<file path="src/rtl/muldiv_iter.sv">
// ============================================================================
// muldiv_iter : iterative shift-add multiplier / restoring divider, HI/LO regs
// Revision    : 1.0
// ============================================================================
`default_nettype none

module muldiv_iter #(
    parameter int WIDTH    = 32,
    parameter int MUL_BITS = 1
) (
    input  logic             clock_i,
    input  logic             reset_i,
    input  logic             start_i,
    input  logic [2:0]       op_i,
    input  logic             op_unsigned_i,
    input  logic [WIDTH-1:0] a_i,
    input  logic [WIDTH-1:0] b_i,
    input  logic             kill_i,
    output logic             busy_o,
    output logic             done_o,
    output logic             div_by_zero_o,
    output logic [WIDTH-1:0] hi_o,
    output logic [WIDTH-1:0] lo_o
);

    localparam logic [2:0] c_OP_MUL  = 3'd1;
    localparam logic [2:0] c_OP_MADD = 3'd2;
    localparam logic [2:0] c_OP_MSUB = 3'd3;
    localparam logic [2:0] c_OP_DIV  = 3'd4;
    localparam logic [2:0] c_OP_MTHI = 3'd5;
    localparam logic [2:0] c_OP_MTLO = 3'd6;

    localparam int            CW         = $clog2(WIDTH + 1);
    localparam logic [CW-1:0] c_MUL_LAST = CW'(WIDTH / MUL_BITS - 1);
    localparam logic [CW-1:0] c_DIV_LAST = CW'(WIDTH - 1);

    typedef enum logic [1:0] {
        S_IDLE = 2'd0,
        S_CALC = 2'd1,
        S_FIX  = 2'd2
    } state_t;

    state_t               state_q;
    logic [CW-1:0]        cnt_q;
    logic [2:0]           op_q;
    logic                 neg_q;
    logic                 rem_neg_q;
    logic                 bzero_q;
    logic [WIDTH-1:0]     mcand_q;
    logic [2*WIDTH-1:0]   prod_q;
    logic                 busy_q;
    logic                 done_q;
    logic                 dbz_q;
    logic [WIDTH-1:0]     hi_q;
    logic [WIDTH-1:0]     lo_q;

    logic                      w_a_neg;
    logic                      w_b_neg;
    logic [WIDTH-1:0]          w_a_mag;
    logic [WIDTH-1:0]          w_b_mag;
    logic [WIDTH+MUL_BITS-1:0] w_pp;
    logic [WIDTH+MUL_BITS-1:0] w_mul_sum;
    logic [2*WIDTH-1:0]        w_prod_mul;
    logic [WIDTH:0]            w_div_trial;
    logic [2*WIDTH-1:0]        w_prod_div;
    logic [2*WIDTH-1:0]        w_product;
    logic [WIDTH-1:0]          w_quo;
    logic [WIDTH-1:0]          w_rem;
    logic [2*WIDTH-1:0]        w_result;

    always_comb begin
        w_a_neg = !op_unsigned_i && a_i[WIDTH-1];
        w_b_neg = !op_unsigned_i && b_i[WIDTH-1];
        w_a_mag = w_a_neg ? -a_i : a_i;
        w_b_mag = w_b_neg ? -b_i : b_i;
    end

    // prod_q = {partial sum, multiplier bits not yet consumed}; retire MUL_BITS per step
    always_comb begin
        w_pp = '0;
        for (int i = 0; i < MUL_BITS; i++) begin
            if (prod_q[i]) begin
                w_pp = w_pp + ({{MUL_BITS{1'b0}}, mcand_q} << i);
            end
        end
        w_mul_sum  = {{MUL_BITS{1'b0}}, prod_q[2*WIDTH-1:WIDTH]} + w_pp;
        w_prod_mul = {w_mul_sum, prod_q[WIDTH-1:MUL_BITS]};
    end

    // prod_q = {remainder, dividend shifting out / quotient shifting in}
    always_comb begin
        w_div_trial = {prod_q[2*WIDTH-1:WIDTH], prod_q[WIDTH-1]} - {1'b0, mcand_q};
        if (!w_div_trial[WIDTH]) begin
            w_prod_div = {w_div_trial[WIDTH-1:0], prod_q[WIDTH-2:0], 1'b1};
        end else begin
            w_prod_div = {prod_q[2*WIDTH-2:0], 1'b0};
        end
    end

    // A zero divisor leaves |a| in the remainder, so the remainder fix-up restores a
    always_comb begin
        w_product = neg_q ? -prod_q : prod_q;
        w_quo     = neg_q ? -prod_q[WIDTH-1:0] : prod_q[WIDTH-1:0];
        w_rem     = rem_neg_q ? -prod_q[2*WIDTH-1:WIDTH] : prod_q[2*WIDTH-1:WIDTH];
        case (op_q)
            c_OP_MADD: w_result = {hi_q, lo_q} + w_product;
            c_OP_MSUB: w_result = {hi_q, lo_q} - w_product;
            c_OP_DIV:  w_result = {w_rem, bzero_q ? {WIDTH{1'b1}} : w_quo};
            default:   w_result = w_product;
        endcase
    end

    always_ff @(posedge clock_i) begin
        if (reset_i) begin
            state_q   <= S_IDLE;
            cnt_q     <= '0;
            op_q      <= '0;
            neg_q     <= 1'b0;
            rem_neg_q <= 1'b0;
            bzero_q   <= 1'b0;
            mcand_q   <= '0;
            prod_q    <= '0;
            busy_q    <= 1'b0;
            done_q    <= 1'b0;
            dbz_q     <= 1'b0;
            hi_q      <= '0;
            lo_q      <= '0;
        end else begin
            done_q <= 1'b0;
            case (state_q)
                S_IDLE: begin
                    if (start_i && !kill_i) begin
                        case (op_i)
                            c_OP_MUL, c_OP_MADD, c_OP_MSUB, c_OP_DIV: begin
                                state_q   <= S_CALC;
                                busy_q    <= 1'b1;
                                dbz_q     <= 1'b0;
                                op_q      <= op_i;
                                neg_q     <= w_a_neg ^ w_b_neg;
                                rem_neg_q <= w_a_neg;
                                bzero_q   <= (b_i == '0);
                                cnt_q     <= (op_i == c_OP_DIV) ? c_DIV_LAST : c_MUL_LAST;
                                mcand_q   <= (op_i == c_OP_DIV) ? w_b_mag : w_a_mag;
                                prod_q    <= {{WIDTH{1'b0}}, (op_i == c_OP_DIV) ? w_a_mag : w_b_mag};
                            end
                            c_OP_MTHI: hi_q <= a_i;
                            c_OP_MTLO: lo_q <= a_i;
                            default: ;
                        endcase
                    end
                end
                S_CALC: begin
                    if (kill_i) begin
                        state_q <= S_IDLE;
                        busy_q  <= 1'b0;
                    end else begin
                        prod_q <= (op_q == c_OP_DIV) ? w_prod_div : w_prod_mul;
                        if (cnt_q == '0) begin
                            state_q <= S_FIX;
                        end else begin
                            cnt_q <= cnt_q - CW'(1);
                        end
                    end
                end
                S_FIX: begin
                    state_q <= S_IDLE;
                    busy_q  <= 1'b0;
                    if (!kill_i) begin
                        {hi_q, lo_q} <= w_result;
                        done_q       <= 1'b1;
                        dbz_q        <= (op_q == c_OP_DIV) && bzero_q;
                    end
                end
                default: begin
                    state_q <= S_IDLE;
                    busy_q  <= 1'b0;
                end
            endcase
        end
    end

    assign busy_o        = busy_q;
    assign done_o        = done_q;
    assign div_by_zero_o = dbz_q;
    assign hi_o          = hi_q;
    assign lo_o          = lo_q;

endmodule

`default_nettype wire

</file>
<file path="config.mk">
export PLATFORM = sky130hd
export DESIGN_NAME = muldiv_iter
export DESIGN_NICKNAME = d
export VERILOG_FILES = /design/src/rtl/muldiv_iter.sv
export SDC_FILE = /design/constraint.sdc
export NUM_CORES = 1
export LEC_CHECK = 0
export CORE_MARGIN = 5
export CORE_UTILIZATION = 55
export CTS_CLUSTER_DIAMETER = 50
export DETAILED_ROUTE_END_ITERATION = 7
export DONT_BUFFER_PORTS = 1
export PLACE_DENSITY_LB_ADDON = 0.25
export SETUP_SLACK_MARGIN = 0.15
export SYNTH_ARGS = -nofsm -noshare
export SYNTH_HDL_FRONTEND = slang
export SYNTH_SLANG_ARGS = --single-unit
</file>
<file path="constraint.sdc">
create_clock -name clock_i -period 7.5 [get_ports clock_i]
set_input_delay 0.75 -clock clock_i [delete_from_list [all_inputs] [get_ports clock_i]]
set_output_delay 0.75 -clock clock_i [all_outputs]
set_load 0.01 [all_outputs]
</file>
Word level (Yosys, flattened, before mapping):

Cells that the tools add are included.

* $add $sub $neg: 10
* eq/ne operators: 20
* mux-type cells: 43
* bitwise logic cells: 2
* reduce and logical (&&, ||, !) cells: 21

Operators with widths (number)
* $mux 32: 14
* $mux 64: 6
* $pmux 64 s3: 1
* $neg 32->32: 4
* $pmux 32 s2: 2
* $pmux 64 s2: 1
* $add 64x64->64: 1
* $neg 64->64: 1
* $sub 64x64->64: 1
* $add 32x33->33: 1
* $sub 33x32->33: 1
* $logic_not 32->1: 1
* $mux 6: 4
* $reduce_and 4->1: 4
* $eq 3x2->1 const B: 4
* $eq 3x3->1 const B: 4
* $pmux 6 s2: 1
* $ne 2x2->1 const B: 5
* $reduce_and 3->1: 3
* $mux 2: 4
* $mux 1: 7
* $logic_not 6->1: 1
* $ne 2x1->1 const B: 3
* $sub 6x1->6 const B: 1
* 15 further kinds: 21

* bits in registers: 177
* input bits: 72
* output and inout port bits: 67
* word-level logic and storage cells: 109

Depth between registers and ports, before layout:

Gate-level depths: netlist of run 1.

* depth after elaboration: 7
* depth in mapped cells: 29
* gate-level depth less buffers: 25

Worst setup path before layout of run 1:

OpenSTA, ideal clock, no wires.

* path kind: register to register
* start point: register prod_q[0]
* end point: register hi_q[29], in the netlist hi_o[29]
* library setup time: 62 ps
* data arrival time: 6924 ps
* data required time: 7438 ps
* path slack: 514 ps
* stages on the path, launching flop included: 29
* buffers on the path: 4
* clock period less this slack: 6986 ps
* path through: dfxtp_1 -> clkbuf_1 -> inv_1 -> clkbuf_1 -> ha_1 -> or4b_1 -> buf_2 -> o41ai_1 -> xor2_1 -> o2111a_1 -> o211ai_1 -> or4b_1 -> nor4_1 -> nand3b_1 -> nand2_1 -> xnor2_1 -> ha_1 -> clkbuf_1 -> nand4_1 -> nor2_1 -> a31oi_1 -> a32oi_1 -> a31oi_1 -> o31ai_1 -> a31oi_1 -> o21ai_0 -> a21oi_1 -> or4b_2 -> nand3_1

* word-level cells in the longest chain between the ends: 6
* elaborated cells on any way between the ends: 7
* classes of those cells: 3 x add/sub; 4 x mux

RTL lines
* start, declared: line 50 `logic [2*WIDTH-1:0] prod_q;`
* start signal, assigned: line 144 `prod_q <= {{WIDTH{1'b0}}, (op_i == c_OP_DIV) ? w_a_mag : w_b_mag};`
* start signal, assigned: line 157 `prod_q <= (op_q == c_OP_DIV) ? w_prod_div : w_prod_mul;`
* $neg 64->64: line 102 `w_product = neg_q ? -prod_q : prod_q;`
* $mux 64 *: line 102
* $sub 64x64->64 or $add 64x64->64 (tied branches): line 107, 106
* $pmux 64 s3 *: line 105 `case (op_q)`
* $mux 32 *: line 168 `if (!kill_i) begin`
* $pmux 32 s2 *: line 130 `case (state_q)`
* end signal, assigned: line 146 `c_OP_MTHI: hi_q <= a_i;`
* end signal, assigned: line 169 `{hi_q, lo_q} <= w_result;`
* end, declared: line 54 `logic [WIDTH-1:0] hi_q;`

Mark *: on every way between the ends. The rest lies on a longest branch, timed or not. The select of a mux whose other input is x is not followed.
A chain may end at the register's enable or synchronous reset.

Final worst setup path of run 1:

* start point: register prod_q[1]
* end point: register hi_q[29], in the netlist hi_o[29]

The elaborated chain is that of the path after synthesis.

==> summary.md, run 1 <==
| Metric | Value |
|---|---|
| Critical-path cell list | `inv_1, ha_1, or4b_4, or4_4, o41ai_1, o211ai_1, or4b_1, nor3_1, a21oi_1, xor2_1, ha_1, nand2_1, o21ai_0, a31oi_1, a32oi_1, a31oi_1, o31ai_1, buf_4, a31oi_1, buf_4, o21ai_0, a21oi_1, or4b_2, nand3_1` |
| Total wire length | `87100 um` |
| Global placement routability congestion | `about 1` |
| Post-synthesis sequential element count | `roughly 180` |
| Fmax | `~140 MHz` |
| Vias per inst | `6.73` |
| Core region area | `slightly below 40000 sq um` |
| Clock buffer depth | `2` |
| Die area | `about 44000 sq um` |
| DP Wirelength | `67800 um` |
| Seq/Total Area, Yosys | `16.3%` |
| Worst Path Required | `7.96 ns` |
| Antenna Nets Post-Route | `0` |
| WP buf/inv | `3` |
| Die height | `~210 um` |
| Multi-input logic area | `around 17000 sq um` |
| Ys async rst share | `0%` |
| Routed via count | `24067` |
| Max_cap viols | `0` |
| Worst skew pair latency | `between 0.5 and 0.6 ns` |
| Post-Layout Inst Area | `roughly 23000 sq um` |
| Ports | `around 140` |
| Worst-Margin Slew | `1.07 ns` |
| Largest net degree at the start of global routing | `roughly 140` |
| Cell family with most CP delay | `simple AND/OR/NAND/NOR gates` |
| Final Critical Period | `just over 7 ns` |
| Fin. Hold Viols | `0` |
| # fillers | `about 3800` |
| Final setup fails | `0` |
| CTS buffer count | `17` |
| Max Slew Vio Count | `0` |
| DRC Markers | `0` |
| Setup TNS | `0 ns` |
| First-pass GRT wire length | `between 100000 and 150000 um` |
| FF+latch area | `3540 sq um` |
| DRT Pass-1 Iters | `7` |
| DR WL/cell | `~24 um` |
| Share of layout cells above drive strength 1 | `5.21%` |
| Count of different cell masters after synthesis | `slightly below 90` |
| Status | `finished clean` |
| P_leak | `between 8 and 9 nW` |
| Worst R2R Setup Slack | `between 0.4 and 0.5 ns` |
| Vias in the first global route | `between 20000 and 25000` |
| Most used cell, CP | `a31oi_1` |
| Antenna violations before repair | `2` |
| H-tree Lvls | `4` |
| Nets | `3250` |
| Hold Buf Count CTS | `0` |
| P&R area growth vs syn | `4.09%` |
| Post-synthesis instance total | `around 3200` |
| Sink Count | `~180` |
| Worst Path Class, Setup | `reg -> reg` |
| Clk root buf | `clkbuf_16` |
| HP Class | `in -> reg` |
| Most used flip-flop cell after synthesis | `dfxtp_1` |
| Congestion Overflow GR | `0` |
| Synthesized area | `about 22000 sq um` |
| Startpoint types | `register` |
| Pwr Density | `~150 nW/um^2` |
| CP max stage cell | `or4b_2` |
| PortBufs | `0` |
| Site Rows | `72` |
| Worst clock skew | `around 0.013 ns` |
| Area after DPL | `between 20000 and 25000 sq um` |
| Synthesized area per cell | `just under 7 sq um` |
| Slew HR | `about 28%` |
| Clock slew at reported path FFs | `0.08 ns` |
| GRT Total Usage | `roughly 38%` |
| CP max FO | `12` |
| WP data arrival | `around 7.5 ns` |
| Initial Util | `between 50% and 60%` |
| CTS tree | `yes` |
| Number of synthesized flops with an enable pin | `0` |
| Chip width | `around 210 um` |
| Max incr delay on CP | `approximately 0.65 ns` |
| Worst vdd ir | `about 0.00018 V` |
| Number of DRC markers in iteration 0 | `about 3500` |
| Syn_nets | `about 3400` |
| RSZ-0062 raised after global routing | `false` |
| Period Utilization, post-route | `between 90% and 100%` |
| Warnings, synthesis | `0` |
| Post-CTS Setup Inserts | `0` |
| Crit end category | `register` |
-- cells by family after synthesis --
group	after synthesis	share of synthesized area, %
AOI/OAI and AO/OA	1035	30.4
xor gates and xnor gates	315	12.7
adders and majority gates	137	7.99
buffers and inverters	322	5.74
DFF	177	16.3
muxes	34	1.58
and+or+nand+nor	1173	25.2
-- where the power goes --
part	switching (W)	internal, W
Clock	0.000485	0.000472
Sequential	0.0000544	0.000968
Combinational	0.000841	0.000479
Total	0.00138	0.00192
-- flip-flops by register name, summed over array words and instances, names as in the netlist, 2 cells and up --
| name | flops |
|---|---|
| prod_q | 64 |
| state_q | 2 |
| mcand_q | 32 |
| cnt_q | 6 |
| hi_o | 32 |
| lo_o | 32 |
| op_q | 3 |
-- worst paths after layout --
| kind | start | endpoint | cells after the start |
|---|---|---|---|
| worst max register to register | prod_q[1]$_SDFFE_PP0P_ | hi_o[29]$_SDFFE_PP0P_ | 24 |
| worst min-delay path | reset_i | mcand_q[26]$_SDFFE_PP0P_ | 1 |
| worst max-delay path | prod_q[1]$_SDFFE_PP0P_ | hi_o[29]$_SDFFE_PP0P_ | 24 |
| worst min register to register | mcand_q[3]$_SDFFE_PP0P_ | mcand_q[3]$_SDFFE_PP0P_ | 2 |
-- cell type report --
cell class,count,area share (%)
clock inverter,15,0.736
tap,518,2.87
multi-input combinational,2694,75.3
inverter,93,1.54
timing repair buffer,58,1.93
antenna,5,0.0553
sequential,177,15.7
clock buffer,17,1.88
-- cells in the final DEF, fill, tap and decap left out, types with 20 or more instances in the layout --
cell / netlist / routed
inv_1: 93 / 93
nor2_1: 340 / 337
nor3_1: 123 / 123
o31ai_1: 44 / 44
o221ai_1: 32 / 32
a211oi_1: 59 / 59
nor4_1: 28 / 26
nand2b_1: 35 / 35
or3_1: 24 / 24
xor2_1: 149 / 148
nand3_1: 60 / 60
o211ai_1: 40 / 40
xnor2_1: 165 / 165
mux2i_1: 31 / 31
a31oi_1: 35 / 35
ha_1: 134 / 134
nand2_1: 381 / 380
nor2b_1: 22 / 20
a21o_1: 69 / 69
o21a_1: 22 / 22
dfxtp_1: 177 / 176
buf_4: 0 / 58
a21oi_1: 329 / 329
nand4_1: 42 / 42
o21ai_0: 215 / 213
-- through the flow --
step,setup WS (ns),cells,utilization (%),hold slack (ns),total power [W]
floorplan,0.514,3193,-,0.432,0.00199
global placement,0.339,3540,56.6,0.439,0.00229
detailed placement,0.202,3540,56.6,0.445,0.00231
CTS,0.288,3572,58.1,0.307,0.00325
global route,0.154,3572,58.2,0.334,0.00344
finish,0.452,3577,58.2,0.363,0.00330
-- cell usage after synthesis (22+ instances only) --
| master | number | area [sq um] |
|---|---|---|
| nor4_1 | 28 | 175 |
| xnor2_1 | 165 | 1450 |
| a211oi_1 | 59 | 443 |
| nor2b_1 | 22 | 138 |
| o21a_1 | 22 | 165 |
| nor2_1 | 340 | 1280 |
| o211ai_1 | 40 | 300 |
| xor2_1 | 149 | 1310 |
| a31oi_1 | 35 | 219 |
| dfxtp_1 | 177 | 3540 |
| nand4_1 | 42 | 263 |
| nand2_1 | 381 | 1430 |
| ha_1 | 134 | 1680 |
| clkbuf_1 | 202 | 758 |
| nand2b_1 | 35 | 219 |
| o21ai_0 | 215 | 1080 |
| nor3_1 | 123 | 616 |
| or3_1 | 24 | 150 |
| o221ai_1 | 32 | 280 |
| mux2i_1 | 31 | 310 |
| nand3_1 | 60 | 300 |
| a21oi_1 | 329 | 1650 |
| inv_1 | 93 | 349 |
| a21o_1 | 69 | 518 |
| o31ai_1 | 44 | 330 |
-- what timing repair did --
action,CTS,global route
setup endpoints to repair,1,4
resized for setup,1,6
pin swaps,0,0
-- per-layer routing --
metal	up-vias	track usage (%)	share of wire [%]
met5	-	0	0
met4	0	16.9	4.7
met3	186	11.4	13
met2	1391	54.2	41
met1	11230	52.2	41
li1	11260	-	-
Note: power is estimated with default switching activity, not from simulation.
==> inputs of run 2 (changes only) <==
--- a/config.mk
+++ b/config.mk
@@ -6,7 +6,7 @@
 export NUM_CORES = 1
 export LEC_CHECK = 0
 export CORE_MARGIN = 5
-export CORE_UTILIZATION = 55
+export CORE_UTILIZATION = 50
 export CTS_CLUSTER_DIAMETER = 50
 export DETAILED_ROUTE_END_ITERATION = 7
 export DONT_BUFFER_PORTS = 1
==> run 2 against run 1 <==
Core utilization is 5.5 points lower. Clock skew is 0.0077 ns higher. Final area is 0.48% higher. Combinational power hardly changed. Sequential share of layout area is 0.074 points lower. Highest routed layer is now met5.
==> summary.md, run 2 (synthesized netlist as in run 1, its figures left out) <==
| Metric | Value |
|---|---|
| Initial Util | `50.4% (-5.5 points)` |
| DRC Markers | `0 (unchanged)` |
| Vias per inst | `6.61 (-1.7%)` |
| Largest net degree at the start of global routing | `136 (unchanged)` |
| Max Slew Vio Count | `0 (unchanged)` |
| Commonest non-fill, non-tap cells in the layout | `nand2_1, nor2_1, a21oi_1` |
| Startpoint types | `register` |
| HP Class | `in -> reg` |
| Worst skew pair latency | `0.52 ns (about the same)` |
| Global placement routability congestion | `0.993 (-3.6%)` |
| DP Wirelength | `68300 um (+0.73%)` |
| First-pass GRT wire length | `132000 um (+1.3%)` |
| Worst clock skew | `0.0209 ns (+0.00770 ns)` |
| Congestion Overflow GR | `0 (unchanged)` |
| Setup TNS | `0 ns (unchanged)` |
| GRT Total Usage | `35.7% (-2.1 points)` |
| Overall Power | `0.00329 W (-0.33%)` |
| Total wire length | `89000 um (+2.2%)` |
| Clock buffer depth | `2 (unchanged)` |
| Die area | `47700 sq um (+9.5%)` |
| Max reg flops | `64 (unchanged)` |
| Status | `finished clean` |
| Global route hottest layer | `met2` |
| Ports | `139 (unchanged)` |
| Nets | `3256 (+0.18%)` |
| Final setup fails | `0 (unchanged)` |
| CTS buffer count | `17 (unchanged)` |
| Die height | `218 um (+4.6%)` |
| Vias in the first global route | `21388 (-0.63%)` |
| H-tree Lvls | `4 (unchanged)` |
| WP data arrival | `7.42 ns (-0.09 ns)` |
| Worst Path Class, Setup | `reg -> reg` |
| Sink Count | `177 (unchanged)` |
| P_leak | `8.85 nW (+0.20%)` |
| Number of DRC markers in iteration 0 | `3102 (-11%)` |
| Period Utilization, post-route | `92.8% (-1.2 points)` |
| GR Util met2 | `51.1% (-3.1 points)` |
| Worst-Margin Slew | `1.07 ns (-0.00598 ns)` |
| Crit end category | `register` |
| DRT Pass-1 Iters | `6 (-1)` |
| Resized cells post-CTS | `0 (-1)` |
| DR WL/cell | `24.4 um (+0.22%)` |
| Met1 Usage GRT | `50.3% (-1.9 points)` |
| # fillers | `4350 (+15%)` |
| Share of layout cells above drive strength 1 | `5.42% (+0.22 points)` |
| Antenna Nets Post-Route | `0 (unchanged)` |
| Pwr Density | `145 nW/um^2 (-0.80%)` |
| CP max FO | `11 (-1)` |
| Post-CTS Setup Inserts | `0 (unchanged)` |
| Worst vdd ir | `0.000153 V (-17%)` |
| Routed via count | `24112 (+0.19%)` |
| RSZ-0062 raised after global routing | `true` |
| Met3 Resource Use GR | `9.78% (-1.7 points)` |
| Clock slew at reported path FFs | `0.08 ns (about the same)` |
| Core region area | `43100 sq um (+11%)` |
| Fin. Hold Viols | `0 (unchanged)` |
| PortBufs | `0 (unchanged)` |
| Site Rows | `76 (+5.6%)` |
| Worst Path Required | `7.96 ns (about the same)` |
| Slew HR | `28.8% (+0.57 points)` |
| CTS tree | `yes` |
| Chip width | `218 um (+4.6%)` |
| Largest Register | `prod_q` |
| Final Critical Period | `6.96 ns (-0.0870 ns)` |
| Hold Buf Count CTS | `0 (unchanged)` |
| Clk root buf | `clkbuf_16` |
| Max_cap viols | `0 (unchanged)` |
| P&R area growth vs syn | `4.58%` |
| Antenna violations before repair | `3 (+1)` |
| Most common cell after layout, fill and taps aside | `nand2_1` |
| Fmax | `144 MHz (+1.2%)` |
## run 2: cell types whose count changed in the layout (fill, tap and decap cells not counted), moves of 2 or more
cell and delta:
clkbuf_1 +2, inv_6 +2, buf_4 +6, diode_2 -3
clkinv_4 -2
## run 2: area by class of cell
cell class	instances	area (sq um)	area share (%)
tap	585	732	3.22
multi-input combinational	2694	17100	75.0
timing repair buffer	64	480	2.11
inverter	93	349	1.54
clock inverter	12	113	0.496
antenna	2	5.00	0.0220
sequential	177	3540	15.6
clock buffer	20	447	1.97
## run 2: power breakdown
part,switching [W],internal (W),leakage [nW],total (W)
Clock,0.000485,0.000447,0.276,0.000932
Combinational,0.000852,0.000482,7.14,0.00133
Sequential,0.0000554,0.000969,1.43,0.00102
## run 2: per-stage QoR
step | utilization, % | worst slack, ns | instance area, sq um | hold slack [ns] | cells
after floorplan | - | 0.514 | 21700 | 0.432 | 3193
after global placement | 51.3 | 0.356 | 22100 | 0.440 | 3613
after detailed placement | 51.3 | 0.276 | 22100 | 0.445 | 3613
after CTS | 52.6 | 0.235 | 22700 | 0.298 | 3645
after global routing | 52.7 | 0.105 | 22700 | 0.361 | 3647
final | 52.7 | 0.539 | 22700 | 0.368 | 3647
## run 2: final timing paths
| check | cells past startpoint | slack [ns] | end | from |
|---|---|---|---|---|
| worst max-delay path | 25 | 0.54 | hi_o[29]$_SDFFE_PP0P_ | prod_q[0]$_SDFFE_PP0P_ |
| worst min-delay path | 2 | 0.37 | op_q[2]$_SDFFE_PP0P_ | op_i[2] |
| worst max register to register | 25 | 0.54 | hi_o[29]$_SDFFE_PP0P_ | prod_q[0]$_SDFFE_PP0P_ |
| worst min register to register | 2 | 0.45 | mcand_q[17]$_SDFFE_PP0P_ | mcand_q[17]$_SDFFE_PP0P_ |
## run 2: layer usage
layer / wire length (um) / vias up
met1: 38600 / 11272
li1: - / 11274
met2: 36700 / 1376
met5: 13 / -
met3: 9840 / 188
met4: 3900 / 2
## run 2: worst max-delay path: stages (launching register included)
cell      delay (ns)
dfxtp_1         0.43
inv_1           0.12
ha_1            0.18
or4b_4          0.53
o41ai_1         0.44
xor2_1          0.29
o2111a_1        0.29
o211ai_1        0.22
or4b_1          0.58
nor3_1          0.43
a21oi_1         0.15
xor2_1          0.20
ha_1            0.40
nand2_1         0.10
o21ai_0         0.27
a31oi_1         0.12
a32oi_1         0.20
a31oi_1         0.12
o31ai_1         0.25
buf_4           0.17
a31oi_1         0.08
buf_4           0.18
o21ai_0         0.27
a21oi_1         0.14
or4b_2          0.64
nand3_1         0.09
